[config.mk]
export PLATFORM = sky130hd
export DESIGN_NAME = vliw_ctrl_stage
export DESIGN_NICKNAME = d
export VERILOG_FILES = /design/src/rtl/vliw_ctrl_stage.sv
export SDC_FILE = /design/constraint.sdc
export NUM_CORES = 1
export LEC_CHECK = 0
export ABC_AREA = 1
export BUFFER_PORTS_ARGS = -buffer_cell sky130_fd_sc_hd__buf_4
export CAP_MARGIN = 20
export CORE_MARGIN = 2
export CORE_UTILIZATION = 49
export DETAILED_ROUTE_END_ITERATION = 12
export GPL_TIMING_DRIVEN = 0
export PLACE_DENSITY_LB_ADDON = 0.25
export RECOVER_POWER = 50
export SYNTH_ARGS = -nofsm -noshare
export SYNTH_HDL_FRONTEND = slang
export SYNTH_SLANG_ARGS = --single-unit
[constraint.sdc]
create_clock -name clk -period 1.9 [get_ports clk]
set_clock_uncertainty 0.2 [all_clocks]
set_input_delay 0.19 -clock clk [delete_from_list [all_inputs] [get_ports clk]]
set_output_delay 0.19 -clock clk [all_outputs]
set_load 0.1 [all_outputs]
[src/rtl/vliw_ctrl_stage.sv]
`default_nettype none
// ============================================================================
// Module      : vliw_ctrl_stage
// Description : Registered decode-control stage for the VLIW pipeline.
//               Decodes NUM_SLOTS instruction slots per bundle into per-slot
//               control words. The words are held in an ID/EX output register
//               behind a valid/ready handshake. After the first jump in a
//               bundle, the later slots are squashed. After a jump issues, a
//               fetch-flush window drops FLUSH_CYCLES accepted bundles. A
//               bundle with a surviving illegal encoding traps the stage.
// Ports       : clk, rst (sync, active-high)
//               in_valid/in_ready       - bundle input handshake
//               slot_valid/opcode/funct3 - per-slot instruction fields
//               flush_in                - backend redirect (kills everything)
//               trap_clr                - leave TRAP
//               out_valid/out_ready     - ID/EX register handshake
//               out_slot_valid, pc_in, reg_write, jump, mem_write,
//               mem_to_reg, slti, illegal, alu_op, alu_src_b - control words
//               if_flush                - one-cycle pulse with a jump bundle
//               trapped                 - high while in TRAP
// Revision    : 1.0 - initial release
// ============================================================================
module vliw_ctrl_stage #(
    parameter int NUM_SLOTS    = 2,
    parameter int FLUSH_CYCLES = 2
) (
    input  logic                     clk,
    input  logic                     rst,
    input  logic                     in_valid,
    output logic                     in_ready,
    input  logic [NUM_SLOTS-1:0]     slot_valid,
    input  logic [7*NUM_SLOTS-1:0]   opcode,
    input  logic [3*NUM_SLOTS-1:0]   funct3,
    input  logic                     flush_in,
    input  logic                     trap_clr,
    output logic                     out_valid,
    input  logic                     out_ready,
    output logic [NUM_SLOTS-1:0]     out_slot_valid,
    output logic [2*NUM_SLOTS-1:0]   pc_in,
    output logic [NUM_SLOTS-1:0]     reg_write,
    output logic [NUM_SLOTS-1:0]     jump,
    output logic [NUM_SLOTS-1:0]     mem_write,
    output logic [NUM_SLOTS-1:0]     mem_to_reg,
    output logic [NUM_SLOTS-1:0]     slti,
    output logic [NUM_SLOTS-1:0]     illegal,
    output logic [2*NUM_SLOTS-1:0]   alu_op,
    output logic [3*NUM_SLOTS-1:0]   alu_src_b,
    output logic                     if_flush,
    output logic                     trapped
);

    localparam logic [1:0] c_RUN        = 2'd0;
    localparam logic [1:0] c_FLUSH      = 2'd1;
    localparam logic [1:0] c_TRAP       = 2'd2;
    localparam logic [3:0] c_FLUSH_LOAD = 4'(FLUSH_CYCLES);

    // ---------------- combinational bundle decode ----------------
    logic [NUM_SLOTS-1:0]   w_slot_valid, w_reg_write, w_jump, w_mem_write;
    logic [NUM_SLOTS-1:0]   w_mem_to_reg, w_slti, w_illegal;
    logic [2*NUM_SLOTS-1:0] w_pc_in, w_alu_op;
    logic [3*NUM_SLOTS-1:0] w_alu_src_b;
    logic                   w_squash;
    logic [9:0]             w_enc;

    always_comb begin
        w_slot_valid = '0;
        w_reg_write  = '0;
        w_jump       = '0;
        w_mem_write  = '0;
        w_mem_to_reg = '0;
        w_slti       = '0;
        w_illegal    = '0;
        w_pc_in      = '0;
        w_alu_op     = '0;
        w_alu_src_b  = '0;
        w_squash     = 1'b0;
        w_enc        = '0;
        for (int k = 0; k < NUM_SLOTS; k++) begin
            // Slots past the first jump stay fully zero, so they can never
            // report illegal.
            if (slot_valid[k] && !w_squash) begin
                w_slot_valid[k] = 1'b1;
                w_enc = {opcode[7*k +: 7], funct3[3*k +: 3]};
                case (w_enc)
                    10'b0010011_000: begin
                        w_reg_write[k]     = 1'b1;
                        w_alu_src_b[3*k +: 3] = 3'b010;
                    end
                    10'b0010011_010: begin
                        w_reg_write[k]     = 1'b1;
                        w_alu_op[2*k +: 2] = 2'b11;
                        w_alu_src_b[3*k +: 3] = 3'b010;
                        w_slti[k]          = 1'b1;
                    end
                    10'b0010011_101: begin
                        w_reg_write[k]     = 1'b1;
                        w_alu_op[2*k +: 2] = 2'b10;
                        w_alu_src_b[3*k +: 3] = 3'b001;
                    end
                    10'b0110011_100: begin
                        w_reg_write[k]     = 1'b1;
                        w_alu_op[2*k +: 2] = 2'b01;
                    end
                    10'b1100111_000: begin
                        w_pc_in[2*k +: 2]  = 2'b10;
                        w_reg_write[k]     = 1'b1;
                        w_jump[k]          = 1'b1;
                        w_mem_to_reg[k]    = 1'b1;
                        w_alu_src_b[3*k +: 3] = 3'b100;
                        w_squash           = 1'b1;
                    end
                    10'b0100011_010: begin
                        w_mem_write[k]     = 1'b1;
                        w_alu_src_b[3*k +: 3] = 3'b011;
                    end
                    default: w_illegal[k] = 1'b1;
                endcase
            end
        end
    end

    // ---------------- state and output registers ----------------
    logic [1:0]             state_q, state_d;
    logic [3:0]             cnt_q, cnt_d;
    logic                   out_valid_q, out_valid_d;
    logic                   if_flush_q, if_flush_d;
    logic [NUM_SLOTS-1:0]   out_slot_valid_q, out_slot_valid_d;
    logic [NUM_SLOTS-1:0]   reg_write_q, reg_write_d, jump_q, jump_d;
    logic [NUM_SLOTS-1:0]   mem_write_q, mem_write_d, mem_to_reg_q, mem_to_reg_d;
    logic [NUM_SLOTS-1:0]   slti_q, slti_d, illegal_q, illegal_d;
    logic [2*NUM_SLOTS-1:0] pc_in_q, pc_in_d, alu_op_q, alu_op_d;
    logic [3*NUM_SLOTS-1:0] alu_src_b_q, alu_src_b_d;

    logic w_accept;
    logic w_load;
    logic w_has_jump;
    logic w_has_illegal;

    // A redirect this cycle blocks acceptance so the offered bundle is not lost
    // into a stage that is being cleared.
    assign in_ready      = (state_q != c_TRAP) && (!out_valid_q || out_ready) && !flush_in;
    assign w_accept      = in_valid && in_ready;
    assign w_load        = w_accept && (state_q == c_RUN);
    assign w_has_jump    = |w_jump;
    assign w_has_illegal = |w_illegal;

    always_ff @(posedge clk) begin
        if (rst) begin
            state_q          <= c_RUN;
            cnt_q            <= '0;
            out_valid_q      <= 1'b0;
            if_flush_q       <= 1'b0;
            out_slot_valid_q <= '0;
            reg_write_q      <= '0;
            jump_q           <= '0;
            mem_write_q      <= '0;
            mem_to_reg_q     <= '0;
            slti_q           <= '0;
            illegal_q        <= '0;
            pc_in_q          <= '0;
            alu_op_q         <= '0;
            alu_src_b_q      <= '0;
        end else begin
            state_q          <= state_d;
            cnt_q            <= cnt_d;
            out_valid_q      <= out_valid_d;
            if_flush_q       <= if_flush_d;
            out_slot_valid_q <= out_slot_valid_d;
            reg_write_q      <= reg_write_d;
            jump_q           <= jump_d;
            mem_write_q      <= mem_write_d;
            mem_to_reg_q     <= mem_to_reg_d;
            slti_q           <= slti_d;
            illegal_q        <= illegal_d;
            pc_in_q          <= pc_in_d;
            alu_op_q         <= alu_op_d;
            alu_src_b_q      <= alu_src_b_d;
        end
    end

    // Next-state logic. A trap takes precedence over opening a flush window.
    always_comb begin
        state_d = state_q;
        cnt_d   = cnt_q;
        if (flush_in) begin
            state_d = c_RUN;
            cnt_d   = '0;
        end else begin
            case (state_q)
                c_RUN: begin
                    if (w_accept) begin
                        if (w_has_illegal) begin
                            state_d = c_TRAP;
                        end else if (w_has_jump && (c_FLUSH_LOAD != 4'd0)) begin
                            state_d = c_FLUSH;
                            cnt_d   = c_FLUSH_LOAD;
                        end
                    end
                end
                c_FLUSH: begin
                    if (w_accept) begin
                        cnt_d = cnt_q - 4'd1;
                        if (cnt_q == 4'd1) begin
                            state_d = c_RUN;
                        end
                    end
                end
                c_TRAP: begin
                    if (trap_clr) begin
                        state_d = c_RUN;
                    end
                end
                default: state_d = c_RUN;
            endcase
        end
    end

    // Output register next values. if_flush defaults low so it only spans the
    // first output cycle of a jump bundle, even if that bundle then stalls.
    always_comb begin
        out_valid_d      = out_valid_q;
        if_flush_d       = 1'b0;
        out_slot_valid_d = out_slot_valid_q;
        reg_write_d      = reg_write_q;
        jump_d           = jump_q;
        mem_write_d      = mem_write_q;
        mem_to_reg_d     = mem_to_reg_q;
        slti_d           = slti_q;
        illegal_d        = illegal_q;
        pc_in_d          = pc_in_q;
        alu_op_d         = alu_op_q;
        alu_src_b_d      = alu_src_b_q;
        if (flush_in) begin
            out_valid_d = 1'b0;
        end else if (w_load) begin
            out_valid_d      = 1'b1;
            if_flush_d       = w_has_jump;
            out_slot_valid_d = w_slot_valid;
            reg_write_d      = w_reg_write;
            jump_d           = w_jump;
            mem_write_d      = w_mem_write;
            mem_to_reg_d     = w_mem_to_reg;
            slti_d           = w_slti;
            illegal_d        = w_illegal;
            pc_in_d          = w_pc_in;
            alu_op_d         = w_alu_op;
            alu_src_b_d      = w_alu_src_b;
        end else if (out_ready) begin
            // Consumed with nothing new loaded (includes discarded bundles).
            out_valid_d = 1'b0;
        end
    end

    assign out_valid      = out_valid_q;
    assign if_flush       = if_flush_q;
    assign trapped        = (state_q == c_TRAP);
    assign out_slot_valid = out_slot_valid_q;
    assign reg_write      = reg_write_q;
    assign jump           = jump_q;
    assign mem_write      = mem_write_q;
    assign mem_to_reg     = mem_to_reg_q;
    assign slti           = slti_q;
    assign illegal        = illegal_q;
    assign pc_in          = pc_in_q;
    assign alu_op         = alu_op_q;
    assign alu_src_b      = alu_src_b_q;

endmodule
`default_nettype wire

* Yosys cells after proc, flatten, opt, wreduce, memory -nomap -nowiden
Cells that the tools add are included.
** Word-level totals
- Logic and storage cells :: 112
- Flip-flop bits (word level) :: 34
- Input bits :: 28
- Output and inout bits :: 32
** Operators by class
- Bitwise gates (word level) :: 2
- $add $sub $neg :: 1
- Reduce and logical (&&, ||, !) cells :: 25
- Multiplexer cells :: 48
- Equal/unequal tests :: 23
** Operators with widths (number)
- == test 10 x 8 -> 1 bit, second input constant :: 6
- == test 10 x 9 -> 1 bit, second input constant :: 4
- 2-to-1 mux 1 bit :: 24
- 2-to-1 mux 2 bit :: 12
- case mux 3 bit (4 select lines) :: 2
- == test 10 bit, second input constant :: 2
- case mux 2 bit (3 select lines) :: 3
- 2-to-1 mux 4 bit :: 4
- inequality test 2 bit, second input constant :: 7
- OR reduction 6 bit :: 2
- AND reduction 5 bit :: 2
- OR reduction 2 bit :: 5
- OR reduction 5 bit :: 2
- case mux 4 bit (2 select lines) :: 1
- 2-to-1 mux 3 bit :: 2
- logical AND 1 bit :: 5
- == test 4 x 1 -> 1 bit, second input constant :: 1
- nonzero test 2 bit :: 2
- subtractor 4 x 1 -> 4 bit, second input constant :: 1
- logical NOT 1 bit :: 3
- inequality test 3 bit, second input constant :: 1
- OR reduction 3 bit :: 1
- == test 2 x 1 -> 1 bit, second input constant :: 1
- == test 2 bit, second input constant :: 1
- other kinds (4) :: 5

* Depth between registers and ports, before layout
- Word-level depth :: 11
- Gate-level depth with buffers :: 12

* Worst setup path before layout
No wires, ideal clock.
- Path type :: register -> register
- From :: register out_valid_q (netlist: out_valid)
- To :: register alu_src_b_q[5] (netlist: alu_src_b[5])
- Buffers on the path :: 0
- Stages on the path, launching flop included :: 11
- Data arrival time :: 2571 ps
- Setup time :: 70 ps
- Required time :: 1630 ps
- Path slack :: -942 ps
- Path through :: dfxtp_1 > inv_1 > nor2_1 > nor3_4 > nand2_2 > nor2_8 > inv_4 > nor2_8 > inv_2 > or2_0 > a21oi_1
** Between the ends
- Longest elaborated chain between the ends :: 7
** Ends and longest elaborated chain
- start: declaration :: RTL line 125 : logic out_valid_q, out_valid_d;
- start signal: assignment :: RTL line 166 : out_valid_q <= out_valid_d;
- logical NOT 1 bit :: RTL line 141 : assign in_ready = (state_q != c_TRAP) && (!out_valid_q || out_ready) && !flush_in;
- logical OR 1 bit :: RTL line 141
- logical AND 1 bit (2 in series) :: RTL line 141
- named net in_ready :: RTL line 30 : output logic in_ready,
- logical AND 1 bit :: RTL line 142 : assign w_accept = in_valid && in_ready;
- logical AND 1 bit :: RTL line 143 : assign w_load = w_accept && (state_q == c_RUN);
- AND reduction 2 bit (no line)
- end signal: assignment :: RTL line 177 : alu_src_b_q <= alu_src_b_d;
- end: declaration :: RTL line 132 : logic [3*NUM_SLOTS-1:0] alu_src_b_q, alu_src_b_d;
The timed path passes the listed nets, and every way through them passes these cells.
A chain may end at the register's enable or synchronous reset.

* Worst setup path after layout
- From :: input slot_valid[0]
- To :: register cnt_q[3]
** Between the ends
- Longest elaborated chain between the ends :: 7
** Ends and longest elaborated chain
- start: declaration :: RTL line 31 : input logic [NUM_SLOTS-1:0] slot_valid,
- 2-to-1 mux 1 bit :: RTL line 81 : if (slot_valid[k] && !w_squash) begin
- logical NOT 1 bit :: RTL line 81
- logical AND 1 bit :: RTL line 81
- 2-to-1 mux 1 bit :: RTL line 81
- OR reduction 2 bit, on equally long branches :: RTL line 145, 144
- inequality test 2 bit (no line)
- AND reduction 5 bit (no line) *
- end signal: assignment :: RTL line 165 : cnt_q <= cnt_d;
- end: declaration :: RTL line 124 : logic [3:0] cnt_q, cnt_d;
Every way passes the cells marked *; elsewhere a longest branch is shown, timed or not.

==> flow_metrics.py <==
metrics = {
    "placed_design": {
        "place_hpwl_um": 3100,
        "pre_cts_slack_ns": -0.168,
        "place_area_um2": 2240,
        "place.port_buffers": 57,
        "gp_congestion": 0.874,
    },
    "logic_synthesis": {
        "yosys.cell_types.count": 25,
        "synth.yosys.warnings": 0,
        "postSynthAreaPerCell_um2": 6.32,
        "ys_ff_latch": 30,
        "asyncSetResetFlopFracSynth_pct": 0,
        "synth_enable_flop_cells": 0,
        "postSynth.topFlopCell": "sky130_fd_sc_hd__dfxtp_1",
        "post_synth_inst_count": 271,
        "netlist_area_before_placement_um2": 1710,
        "seq_area_frac_synth_pct": 35.1,
    },
    "clock_tree": {
        "cts.root.buffer_cell": "sky130_fd_sc_hd__clkbuf_4",
        "path_clk_slew_ns": 0.10,
        "numClockSinks": 30,
        "cts_tree": "built",
        "cts-buffers-inserted": 5,
        "worstSkewPairLatency_ns": 0.34,
        "htree_levels": 2,
        "ctsLongestPathBuffers": 2,
    },
    "sta": {
        "report.final.hold_viol_count": 0,
        "worst-slew-pin-transition_ns": 0.547,
        "unrepaired_setup_endpoints_after_global_routing": "no",
        "finalCriticalPeriod_ns": 1.75,
        "final.setup.worst_slack_ns": 0.150,
        "relSlewSlack_pct": 63.7,
        "max_freq_mhz": 572,
        "fin_hold_ws_ns": 0.0114,
        "setup_viol": 0,
        "final-max-slew-violation-count": 0,
        "layout_worst_path_cycle_share_pct": 92.1,
    },
    "detailed_routing": {
        "postRouteWirelength_um": 4260,
        "viasPerCell": 4.88,
        "vias": 1916,
        "routedWlPerCell_um": 10.8,
        "drt-initial-drc-count": 117,
        "drc": 0,
        "drtAntennaViolNets": 0,
        "detail_route.first_pass.iterations": 4,
    },
    "critical_path": {
        "worstRegToRegCells": 9,
        "timing.critical_path.fanout_max": 8,
        "critPathBufInv": 2,
        "critical_path.reg2reg.startpoint": "out_valid",
        "endpoint_kind": "register",
        "timing.critical_path.slowest_stage_cell": "sky130_fd_sc_hd__dlygate4sd3_1",
        "critPathRequiredTime_ns": 1.95,
        "rrSetupSlack_ns": 0.20,
        "worstSetupStartpointType": "input pin",
        "crit_chain": "dlygate4sd3_1, buf_4, nand4_1, nand2_2, nor2_1, nand2_1, nand2_2, nand2_4, a21oi_1, nor2_1",
        "max_stage_delay_ns": 0.54,
        "worstSetupPathType": "in2reg",
        "critical_path_arrival_ns": 1.80,
        "r2r-end": "alu_op[1]",
        "critPathLaunch": "slot_valid[0]",
        "timing.critical_path.max_delay_family": "simple AND/OR/NAND/NOR gates",
    },
    "min_path": {
        "min_path_cells": 4,
        "worstHoldEndpoint": "cnt_q[0]",
        "hold_path.class": "in2reg",
        "worstHoldStart": "flush_in",
    },
    "power": {
        "p_per_area_nw_per_um2": 687,
        "p_leak_uw": 0.00116,
        "peakVddDrop_v": 0.000787,
    },
    "cells_and_area": {
        "finalNetCount": 376,
        "antenna-diode-count": 0,
        "final_area_um2": 2390,
        "drive_gt1_share_pct": 29.1,
        "fin_util_pct": 71.7,
        "area_delta_synth_final_pct": 39.7,
    },
    "global_routing": {
        "use_met3_pct": 5.71,
        "met2_global_route_usage_pct": 38.8,
        "grt.busiest_layer": "met2",
        "largest_net_degree_at_the_start_of_global_routing": 11,
        "globalRoute.totalOverflow": 0,
        "grtUsageMet1_pct": 28.0,
        "grt_pass1_wl_um": 7340,
        "antenna_found_initial": 0,
        "aggregate_global_route_resource_usage_pct": 22.8,
        "grt_pass1_vias": 1756,
    },
    "status": {
        "run_status": "finished, final reports clean",
    },
    "floorplan": {
        "fp.dieW_um": 63.1,
        "dieArea_um2": 3980,
        "initial_core_util_pct": 51.3,
        "die-height_um": 63.1,
        "placementRows": 21,
        "core_area_um2": 3340,
        "top_level_ports": 60,
    },
    "run": {
        "maxCapViolCount": 0,
    },
}
placed cells by master (no fill, tap or decap), types with 3 or more instances in the layout:
| cell | netlist | final |
|---|---|---|
| sky130_fd_sc_hd__a21oi_1 | 27 | 26 |
| sky130_fd_sc_hd__inv_1 | 34 | 32 |
| sky130_fd_sc_hd__nor2_1 | 44 | 42 |
| sky130_fd_sc_hd__o21ai_0 | 11 | 10 |
| sky130_fd_sc_hd__dfxtp_1 | 30 | 28 |
| sky130_fd_sc_hd__a31oi_1 | 4 | 4 |
| sky130_fd_sc_hd__nand4_1 | 6 | 6 |
| sky130_fd_sc_hd__nand2_1 | 69 | 67 |
| sky130_fd_sc_hd__nand3_2 | 0 | 3 |
| sky130_fd_sc_hd__dlygate4sd3_1 | 0 | 5 |
| sky130_fd_sc_hd__nand3_1 | 17 | 14 |
| sky130_fd_sc_hd__buf_4 | 6 | 40 |
| sky130_fd_sc_hd__clkbuf_2 | 0 | 28 |
| sky130_fd_sc_hd__clkbuf_4 | 0 | 5 |
| sky130_fd_sc_hd__inv_2 | 3 | 5 |
routing by layer:
layer	wire, µm	share of wire [%]
met1	1840	43
met2	2150	50
met3	229	5.4
met4	50	1.2
met5	0	0
worst reg2reg max path, stage by stage, from the launching register on:
cell and delay [ns]:
sky130_fd_sc_hd__dfxtp_4 0.35, sky130_fd_sc_hd__inv_2 0.04, sky130_fd_sc_hd__nor2_2 0.04, sky130_fd_sc_hd__nor3_4 0.22, sky130_fd_sc_hd__nand2_4 0.10, sky130_fd_sc_hd__nor2_8 0.17, sky130_fd_sc_hd__inv_6 0.07, sky130_fd_sc_hd__nor2_4 0.15
sky130_fd_sc_hd__nand2_1 0.11, sky130_fd_sc_hd__a31oi_1 0.18
how the worst max path moves through the flow:
stage,to,cells past startpoint
after floorplan,alu_src_b[5],10
after global placement,cnt_q[0],13
after detailed placement,cnt_q[0],13
after CTS,cnt_q[3],10
after global routing,alu_src_b[5],10
final,cnt_q[3],10
state kept, by name, summed over array words and instances, names as in the netlist:
name / flops
alu_src_b: 6
alu_op: 4
cnt_q: 4
illegal: 2
mem_write: 2
out_slot_valid: 2
pc_in: 2
reg_write: 2
slti: 2
state_q: 2
if_flush: 1
out_valid: 1
synth_stat cells (2+ instances only):
cell type / instances / area [µm²]
sky130_fd_sc_hd__inv_2: 3 / 11.3
sky130_fd_sc_hd__o21ai_0: 11 / 55.1
sky130_fd_sc_hd__nor2_2: 2 / 12.5
sky130_fd_sc_hd__nor2_8: 2 / 40.0
sky130_fd_sc_hd__nand2_2: 2 / 12.5
sky130_fd_sc_hd__buf_2: 2 / 10.0
sky130_fd_sc_hd__nand2_1: 69 / 259
sky130_fd_sc_hd__a31oi_1: 4 / 25.0
sky130_fd_sc_hd__buf_4: 6 / 45.0
sky130_fd_sc_hd__clkbuf_1: 2 / 7.51
sky130_fd_sc_hd__a21oi_1: 27 / 135
sky130_fd_sc_hd__nand3_1: 17 / 85.1
sky130_fd_sc_hd__ha_1: 2 / 25.0
sky130_fd_sc_hd__dfxtp_1: 30 / 601
sky130_fd_sc_hd__nand4_1: 6 / 37.5
sky130_fd_sc_hd__nor2_1: 44 / 165
sky130_fd_sc_hd__inv_1: 34 / 128
timing repair:
item	CTS	global route
hold buffers	5	0
endpoints found under the setup margin	0	11
endpoints found under the hold margin	8	0
resized for setup	0	6
buffers inserted	0	5
where the power goes:
group	internal [µW]	switching [µW]	leakage, µW
clock network	446	232	0.0000585
registers	637	7.60	0.000244
logic	105	216	0.000858
final cells by class:
cell class,instances,area (µm²)
Buffer,10,68.8
Multi-Input combinational cell,194,957
Clock inverter,2,60.1
Tap cell,46,57.6
Fill cell,295,943
Inverter,38,148
Sequential cell,30,606
Timing Repair Buffer,67,445
Clock buffer,6,51.3
kinds of logic after synthesis:
group	share of synthesized area [%]
other	0.219
adder cells (fa/ha/maj)	1.46
XOR/XNOR	0.511
buffers and inverters	12.1
flip-flops	35.1
AND/OR/NAND/NOR	37.8
AO/OA/AOI/OAI	12.9
metrics by stage:
step	TNS, ns	total power (µW)	cells
2_1_floorplan	-16.76	862	272
3_3_place_gp	-0.320	951	375
3_5_place_dp	-0.587	955	375
4_1_cts	0	1630	388
5_1_grt	0	1710	393
6_report	0	1640	393
Power figures use the tool's default switching activity.
